**src/rtl/vram_pkg.sv**
```systemverilog
// Shared defaults, grant encoding and starvation limit for the VRAM arbiter.
package vram_pkg;

    localparam int VRAM_ADDR_W     = 19;
    localparam int VRAM_DATA_W     = 12;
    localparam int VRAM_IMG_W      = 512;
    localparam int VRAM_IMG_H      = 512;
    localparam int VRAM_FIFO_DEPTH = 4;
    localparam int STEAL_LIMIT     = 64;

    typedef enum logic [1:0] {
        IDLE  = 2'd0,
        DISP  = 2'd1,
        WRITE = 2'd2,
        STEAL = 2'd3
    } grant_t;

endpackage

```
**src/rtl/vram_wr_fifo.sv**
```systemverilog
// Synchronous first-word-fall-through write buffer with occupancy output.
module vram_wr_fifo #(
    parameter int WIDTH = 31,
    parameter int DEPTH = 4
) (
    input  logic                   clk,
    input  logic                   reset,
    input  logic                   push,
    input  logic [WIDTH-1:0]       push_data,
    input  logic                   pop,
    output logic [WIDTH-1:0]       head,
    output logic                   empty,
    output logic                   full,
    output logic [$clog2(DEPTH):0] level
);

    localparam int PW = $clog2(DEPTH);

    logic [WIDTH-1:0] mem [DEPTH];
    logic [PW-1:0]    wr_ptr;
    logic [PW-1:0]    rd_ptr;
    logic             do_push;
    logic             do_pop;

    assign empty   = (level == '0);
    assign full    = (level == (PW+1)'(DEPTH));
    assign do_push = push && !full;
    // Pop is qualified by the registered level, so a word pushed into an
    // empty buffer cannot leave in the same cycle.
    assign do_pop  = pop && !empty;
    assign head    = mem[rd_ptr];

    always_ff @(posedge clk or negedge reset) begin
        if (!reset) begin
            wr_ptr <= '0;
            rd_ptr <= '0;
            level  <= '0;
        end else begin
            if (do_push) wr_ptr <= wr_ptr + PW'(1);
            if (do_pop)  rd_ptr <= rd_ptr + PW'(1);
            case ({do_push, do_pop})
                2'b10:   level <= level + (PW+1)'(1);
                2'b01:   level <= level - (PW+1)'(1);
                default: ;
            endcase
        end
    end

    always_ff @(posedge clk) begin
        if (do_push) mem[wr_ptr] <= push_data;
    end

endmodule

```
**src/rtl/vram_arbiter.sv**
```systemverilog
// Single-port VRAM arbiter: display scan-out has priority over buffered writes.
// Optional display-steal starvation relief is enabled with `define VRAM_ARB_STEAL_EN.
module vram_arbiter
    import vram_pkg::*;
#(
    parameter int ADDR_W     = VRAM_ADDR_W,
    parameter int DATA_W     = VRAM_DATA_W,
    parameter int IMG_W      = VRAM_IMG_W,
    parameter int IMG_H      = VRAM_IMG_H,
    parameter int FIFO_DEPTH = VRAM_FIFO_DEPTH
) (
    input  logic                          clk,
    input  logic                          reset,
    input  logic                          disp_valid,
    input  logic [9:0]                    h_addr,
    input  logic [9:0]                    v_addr,
    output logic [DATA_W-1:0]             pix_data,
    output logic                          pix_valid,
    input  logic                          wr_valid,
    output logic                          wr_ready,
    input  logic [ADDR_W-1:0]             wr_addr,
    input  logic [DATA_W-1:0]             wr_data,
    output logic [ADDR_W-1:0]             ram_addr,
    output logic [DATA_W-1:0]             ram_wdata,
    output logic                          ram_we,
    input  logic [DATA_W-1:0]             ram_q,
    output logic [$clog2(FIFO_DEPTH):0]   fifo_level
);

    localparam logic [ADDR_W:0] IMG_PIX = (ADDR_W+1)'(IMG_W * IMG_H);

    logic                     disp_req;
    logic [ADDR_W-1:0]        disp_addr;
    logic                     fifo_push;
    logic                     fifo_pop;
    logic                     fifo_empty;
    logic                     fifo_full;
    logic [ADDR_W+DATA_W-1:0] fifo_head;
    logic [ADDR_W-1:0]        head_addr;
    logic [DATA_W-1:0]        head_data;
    logic                     head_in_range;
    logic                     steal_due;
    grant_t                   grant;
    grant_t                   gnt_p0;
    grant_t                   gnt_p1;
    logic                     vld_p0;
    logic                     vld_p1;
    logic [ADDR_W-1:0]        addr_nxt;
    logic [DATA_W-1:0]        wdata_nxt;
    logic                     we_nxt;

    assign wr_ready  = reset && !fifo_full;
    assign fifo_push = wr_valid && wr_ready;
    assign fifo_pop  = (grant == WRITE) || (grant == STEAL);

    vram_wr_fifo #(
        .WIDTH (ADDR_W + DATA_W),
        .DEPTH (FIFO_DEPTH)
    ) u_wr_fifo (
        .clk       (clk),
        .reset     (reset),
        .push      (fifo_push),
        .push_data ({wr_addr, wr_data}),
        .pop       (fifo_pop),
        .head      (fifo_head),
        .empty     (fifo_empty),
        .full      (fifo_full),
        .level     (fifo_level)
    );

    assign head_addr     = fifo_head[ADDR_W+DATA_W-1:DATA_W];
    assign head_data     = fifo_head[DATA_W-1:0];
    assign head_in_range = ({1'b0, head_addr} < IMG_PIX);

    // Column-major image layout.
    assign disp_req  = disp_valid && (32'(h_addr) < IMG_W) && (32'(v_addr) < IMG_H);
    assign disp_addr = ADDR_W'(h_addr) * ADDR_W'(IMG_H) + ADDR_W'(v_addr);

`ifdef VRAM_ARB_STEAL_EN
    localparam int CNT_W = $clog2(STEAL_LIMIT + 1);

    logic [CNT_W-1:0] steal_cnt;

    assign steal_due = (steal_cnt == CNT_W'(STEAL_LIMIT));

    // Counts consecutive cycles the buffer sits full without draining.
    always_ff @(posedge clk or negedge reset) begin
        if (!reset) begin
            steal_cnt <= '0;
        end else if (fifo_pop || !fifo_full) begin
            steal_cnt <= '0;
        end else if (!steal_due) begin
            steal_cnt <= steal_cnt + CNT_W'(1);
        end
    end
`else
    assign steal_due = 1'b0;
`endif

    always_comb begin
        grant = IDLE;
        if (disp_req) begin
            grant = (steal_due && !fifo_empty) ? STEAL : DISP;
        end else if (!fifo_empty) begin
            grant = WRITE;
        end
    end

    always_comb begin
        addr_nxt  = '0;
        wdata_nxt = '0;
        we_nxt    = 1'b0;
        case (grant)
            DISP: addr_nxt = disp_addr;
            WRITE, STEAL: begin
                if (head_in_range) begin
                    addr_nxt  = head_addr;
                    wdata_nxt = head_data;
                    we_nxt    = 1'b1;
                end
            end
            default: ;
        endcase
    end

    // Stage p0: RAM command issue; stage p1: RAM read in flight.
    always_ff @(posedge clk or negedge reset) begin
        if (!reset) begin
            ram_addr  <= '0;
            ram_wdata <= '0;
            ram_we    <= 1'b0;
            vld_p0    <= 1'b0;
            gnt_p0    <= IDLE;
            vld_p1    <= 1'b0;
            gnt_p1    <= IDLE;
        end else begin
            ram_addr  <= addr_nxt;
            ram_wdata <= wdata_nxt;
            ram_we    <= we_nxt;
            vld_p0    <= disp_valid;
            gnt_p0    <= grant;
            vld_p1    <= vld_p0;
            gnt_p1    <= gnt_p0;
        end
    end

    // Stage p2: pixel capture; a stolen slot repeats the last delivered pixel.
    always_ff @(posedge clk or negedge reset) begin
        if (!reset) begin
            pix_valid <= 1'b0;
            pix_data  <= '0;
        end else begin
            pix_valid <= vld_p1;
            case (gnt_p1)
                DISP:    pix_data <= ram_q;
                STEAL:   pix_data <= pix_data;
                default: pix_data <= '0;
            endcase
        end
    end

endmodule

```
**config.mk**
```make
export PLATFORM = sky130hd
export DESIGN_NAME = vram_arbiter
export DESIGN_NICKNAME = d
export VERILOG_FILES = /design/src/rtl/vram_pkg.sv /design/src/rtl/vram_wr_fifo.sv /design/src/rtl/vram_arbiter.sv
export SDC_FILE = /design/constraint.sdc
export NUM_CORES = 1
export LEC_CHECK = 0
export ABC_CLOCK_PERIOD_IN_PS = 2600
export CAP_MARGIN = 10
export CORE_ASPECT_RATIO = 0.7
export CORE_MARGIN = 5
export CORE_UTILIZATION = 55
export CTS_BUF_LIST = sky130_fd_sc_hd__clkbuf_8
export CTS_CLUSTER_SIZE = 24
export DETAILED_ROUTE_END_ITERATION = 7
export GPL_TIMING_DRIVEN = 0
export HOLD_SLACK_MARGIN = 0.02
export PLACE_DENSITY = 0.83
export REMOVE_ABC_BUFFERS = 1
export SLEW_MARGIN = 10
export SYNTH_ARGS = -nofsm -noshare
export SYNTH_HDL_FRONTEND = slang
export SYNTH_SLANG_ARGS = --single-unit
export TNS_END_PERCENT = 10
```
**constraint.sdc**
```tcl
create_clock -name clk -period 2.6 [get_ports clk]
set_clock_uncertainty 0.05 [all_clocks]
set_input_delay 0.78 -clock clk [delete_from_list [all_inputs] [get_ports clk]]
set_output_delay 0.78 -clock clk [all_outputs]
set_load 0.01 [all_outputs]
```
==> results.sh <==
export IMPL_result_of_the_run="finished clean"
export IMPL_routedWlPerCell_um=20.3
export IMPL_path_depth=10
export IMPL_worstMarginPinSlew_ns=0.832
export IMPL_ant_nets=0
export IMPL_synth_cells_most_frequent="edfxtp_1, dfrtp_1, mux4_2, nor2b_1, mux2i_1"
export IMPL_clk_latency_ns=0.44
export IMPL_top_level_ports=116
export IMPL_swShare_pct=27.9
export IMPL_die_area_mm2=0.0147
export IMPL_crit_required_ns=2.91
export IMPL_unrepaired_setup_endpoints_after_global_routing="yes"
export IMPL_max_cap_violations=0
export IMPL_dr_pass1_iters=4
export IMPL_power_total_mw=8.14
export IMPL_nFillCells=762
export IMPL_layout_drive_gt1_share_pct=19.1
export IMPL_ys_ff_latch=182
export IMPL_ys_types=31
export IMPL_power_net_switching_mw=2.27
export IMPL_layout_area_overhead_vs_synth_pct=27.9
export IMPL_clk_root_buf="clkbuf_8"
export IMPL_synthesis_yosys_warnings=0
export IMPL_clock_path_buffers=2
export IMPL_post_synth_main_area_contributors="edfxtp_1, dfrtp_1, mux4_2"
export IMPL_cp_top_family="buffers and inverters"
export IMPL_slowest_delay_ns=0.45
export IMPL_drt_iter0_drc=196
export IMPL_cts_htree_levels=4
export IMPL_mappedNetlistArea_mm2=0.00679
export IMPL_multi_input_area_mm2=0.00154
export IMPL_synth_largest_area_cell="edfxtp_1"
export IMPL_cts_tree="done"
export IMPL_antennaDiodeCount=0
export IMPL_reg2reg_depth=5
export IMPL_first_global_vias=3651
export IMPL_post_syn_area_per_cell_um2=20.3
export IMPL_final_nets=538
export IMPL_ff2ff_setup_slack_ns=0.23
export IMPL_finalCoreUtilization_pct=70.9
export IMPL_post_route_cell_area_mm2=0.00868
export IMPL_buffer_ports_inserted=115
export IMPL_route_final_wire_length_um=13000
export IMPL_setup_tns_final_ns=0
export IMPL_cell_with_the_most_instances_after_synthesis="edfxtp_1"
export IMPL_timing_final_crit_period_ns=2.56
export IMPL_critical_path_startpoint_type="input pin"
export IMPL_worst_path_max_delay_cell="clkdlybuf4s50_1"
export IMPL_yosysTopAreaCellShare_pct=54.8
export IMPL_power_density_cell_area_mw_per_mm2=937
export IMPL_post_dp_cell_area_mm2=0.00819
export IMPL_vdd_ir_drop_max_uv=518
export IMPL_globalRoute_totalOverflow=0
export IMPL_maximum_number_of_pins_on_one_net_before_global_route_repair=33
export IMPL_synth_async_sr_flop_share_pct=31.9
export IMPL_setup_viol=0
export IMPL_maxClockFrequency_ghz=0.391
export IMPL_grt_use_total_pct=18.9
export IMPL_via_count=3434
export IMPL_route_detailed_vias_per_inst=5.38
export IMPL_die_w_um=143
export IMPL_clk_pin_slew_ns=0.09
export IMPL_fin_crit_sh_pct=98.3
export IMPL_gpl_final_weighted_congestion=0.775
export IMPL_end_kind="flip-flop"
export IMPL_synth_enable_flop_cells=124
export IMPL_grt_antenna_before_repair=0
export IMPL_critPathArrivalTime_ns=2.87
export IMPL_power_frac_clock_pct=23.8
export IMPL_slew_headroom_pct=44.6
export IMPL_netlist_instances=334
export IMPL_hold_violations_final=0
export IMPL_critical_path_most_common_cell="xor2_1"
export IMPL_cts_hold_fix_buffers=0
export IMPL_critical_path_n_buffers_inverters=3
export IMPL_final_cell_count_without_fillers=638
export IMPL_die_height_um=103
export IMPL_placed_cells=604
export IMPL_p_seq_share_pct=48.5
export IMPL_p_int_mw=5.87
export IMPL_final_max_slew_viol_count=0
export IMPL_ys_flop_type="edfxtp_1"
export IMPL_timing_critical_path_cells="clkdlybuf4s50_1 -> nor3b_4 -> buf_4 -> nor2_4 -> ha_2 -> inv_1 -> fa_1 -> xor2_1 -> nor2_1 -> xor2_1"
export IMPL_initial_core_util_pct=55.4
export IMPL_critPathKind="in2reg"
export IMPL_grt_first_pass_wirelength_um=20300
export IMPL_holdCritPathClass="in2async"
export IMPL_combinationalPowerShare_pct=27.6
export IMPL_total_leakage_power_nw=3.22
export IMPL_cts_buffers_inserted=17
export IMPL_dp_final_hpwl_um=8050
export IMPL_coreArea_mm2=0.0123
export IMPL_regArea_mm2=0.00518
export IMPL_critPathMaxFanout=11
export IMPL_placementRows=34
export IMPL_drc_violations_left=0
export IMPL_synth_seq_area_share_pct=76.2
export IMPL_cts_sink_count=182
==> area by class of cell <==
type                    instances  area share, %
clock buffers                  17           2.69
clock inverters                15           2.05
inverters                       8          0.403
multi-input cells             131           17.7
flip-flops and latches        182           59.6
well taps                     162           2.33
repair buffers                123           15.1
==> per-layer routing <==
| layer | up-vias | GRT usage (%) | routed length, µm | part of all wire [%] |
|---|---|---|---|---|
| li1 | 1554 | - | - | - |
| met1 | 1755 | 25.4 | 5380 | 42 |
| met4 | 0 | 4.53 | 66 | 0.51 |
| met5 | - | 0 | 0 | 0 |
| met3 | 7 | 7.05 | 1170 | 9.0 |
| met2 | 118 | 30.0 | 6340 | 49 |
==> layout by cell type, fill, tap and decap left out, types with 2 or more instances in the layout <==
cell type,instances
edfxtp_1,124
xnor2_1,6
a22o_1,11
nand3_1,4
bufinv_16,3
clkinv_4,3
buf_12,5
nor2_1,4
dfrtp_1,56
inv_6,5
a22o_2,7
nand2_1,2
inv_1,8
clkbuf_8,17
xor2_1,7
nor2b_1,23
and3_2,4
mux4_2,31
ha_1,6
clkdlybuf4s50_1,113
buf_4,2
clkinv_2,3
mux2i_1,13
==> worst register-to-register path, stage by stage (launching register included) <==
cell and delay [ns]:
dfrtp_4 0.66, buf_12 0.25, mux4_2 0.51, or3_4 0.46
inv_6 0.20, a22o_1 0.18
==> stage by stage <==
step / worst slack, ns / hold WS [ns]
floorplan: -0.719 / 0.281
global placement: -2.98 / 0.283
detailed placement: -0.847 / 0.286
CTS: 0.0151 / 0.0874
global route: -0.00920 / 0.0819
finish: 0.0433 / 0.113
==> final timing paths <==
path                                                 startpoint                              to
worst min-delay path                                      reset          ram_addr[10]$_DFF_PN0_
worst min register to register                 vld_p1$_DFF_PN0_             pix_valid$_DFF_PN0_
worst max-delay path                                 disp_valid  u_wr_fifo.level[2]$_DFFE_PN0P_
max in group asynchronous                                 reset           ram_addr[5]$_DFF_PN0_
worst max register to register  u_wr_fifo.rd_ptr[0]$_DFFE_PN0P_          ram_addr[11]$_DFF_PN0_
min in group clk                               vld_p1$_DFF_PN0_             pix_valid$_DFF_PN0_
==> sequential cells by signal (all words and copies together), names as in the netlist <==
| name | cells |
|---|---|
| gnt_p0 | 2 |
| ram_we | 1 |
| u_wr_fifo.wr_ptr | 2 |
| vld_p1 | 1 |
| u_wr_fifo.rd_ptr | 2 |
| vld_p0 | 1 |
| ram_wdata | 12 |
| gnt_p1 | 2 |
| pix_data | 12 |
| u_wr_fifo.mem | 124 |
| u_wr_fifo.level | 3 |
| pix_valid | 1 |
| ram_addr | 19 |
==> power by group through the flow <==
stage | Clock [mW] | Sequential [mW] | Combinational, mW
after floorplan | 0 | 4.07 | 1.15
after global placement | 0 | 4.07 | 2.06
after detailed placement | 0 | 4.02 | 2.24
after CTS | 1.98 | 3.96 | 2.27
after global routing | 2.11 | 4.02 | 2.41
final | 1.94 | 3.95 | 2.25
==> cell families (layout without fill, tap and decap cells) <==
kind of cell               count (synthesis)  after routing  share of synthesized area (%)
AOI/OAI and AO/OA                         19             19                           2.54
xor gates and xnor gates                  13             13                           1.68
adders and majority gates                  8              8                           1.58
buffers and inverters                     21            163                           1.58
DFF                                      182            182                           76.2
muxes                                     45             45                           12.4
and+or+nand+nor                           46             46                           4.04
==> what timing repair did <==
item                                    CTS  global route
endpoints found under the setup margin   22            19
cloned                                    1             0
resized for setup                         8             3
setup buffers                             1             0
Note: power is estimated with default switching activity, not from simulation.
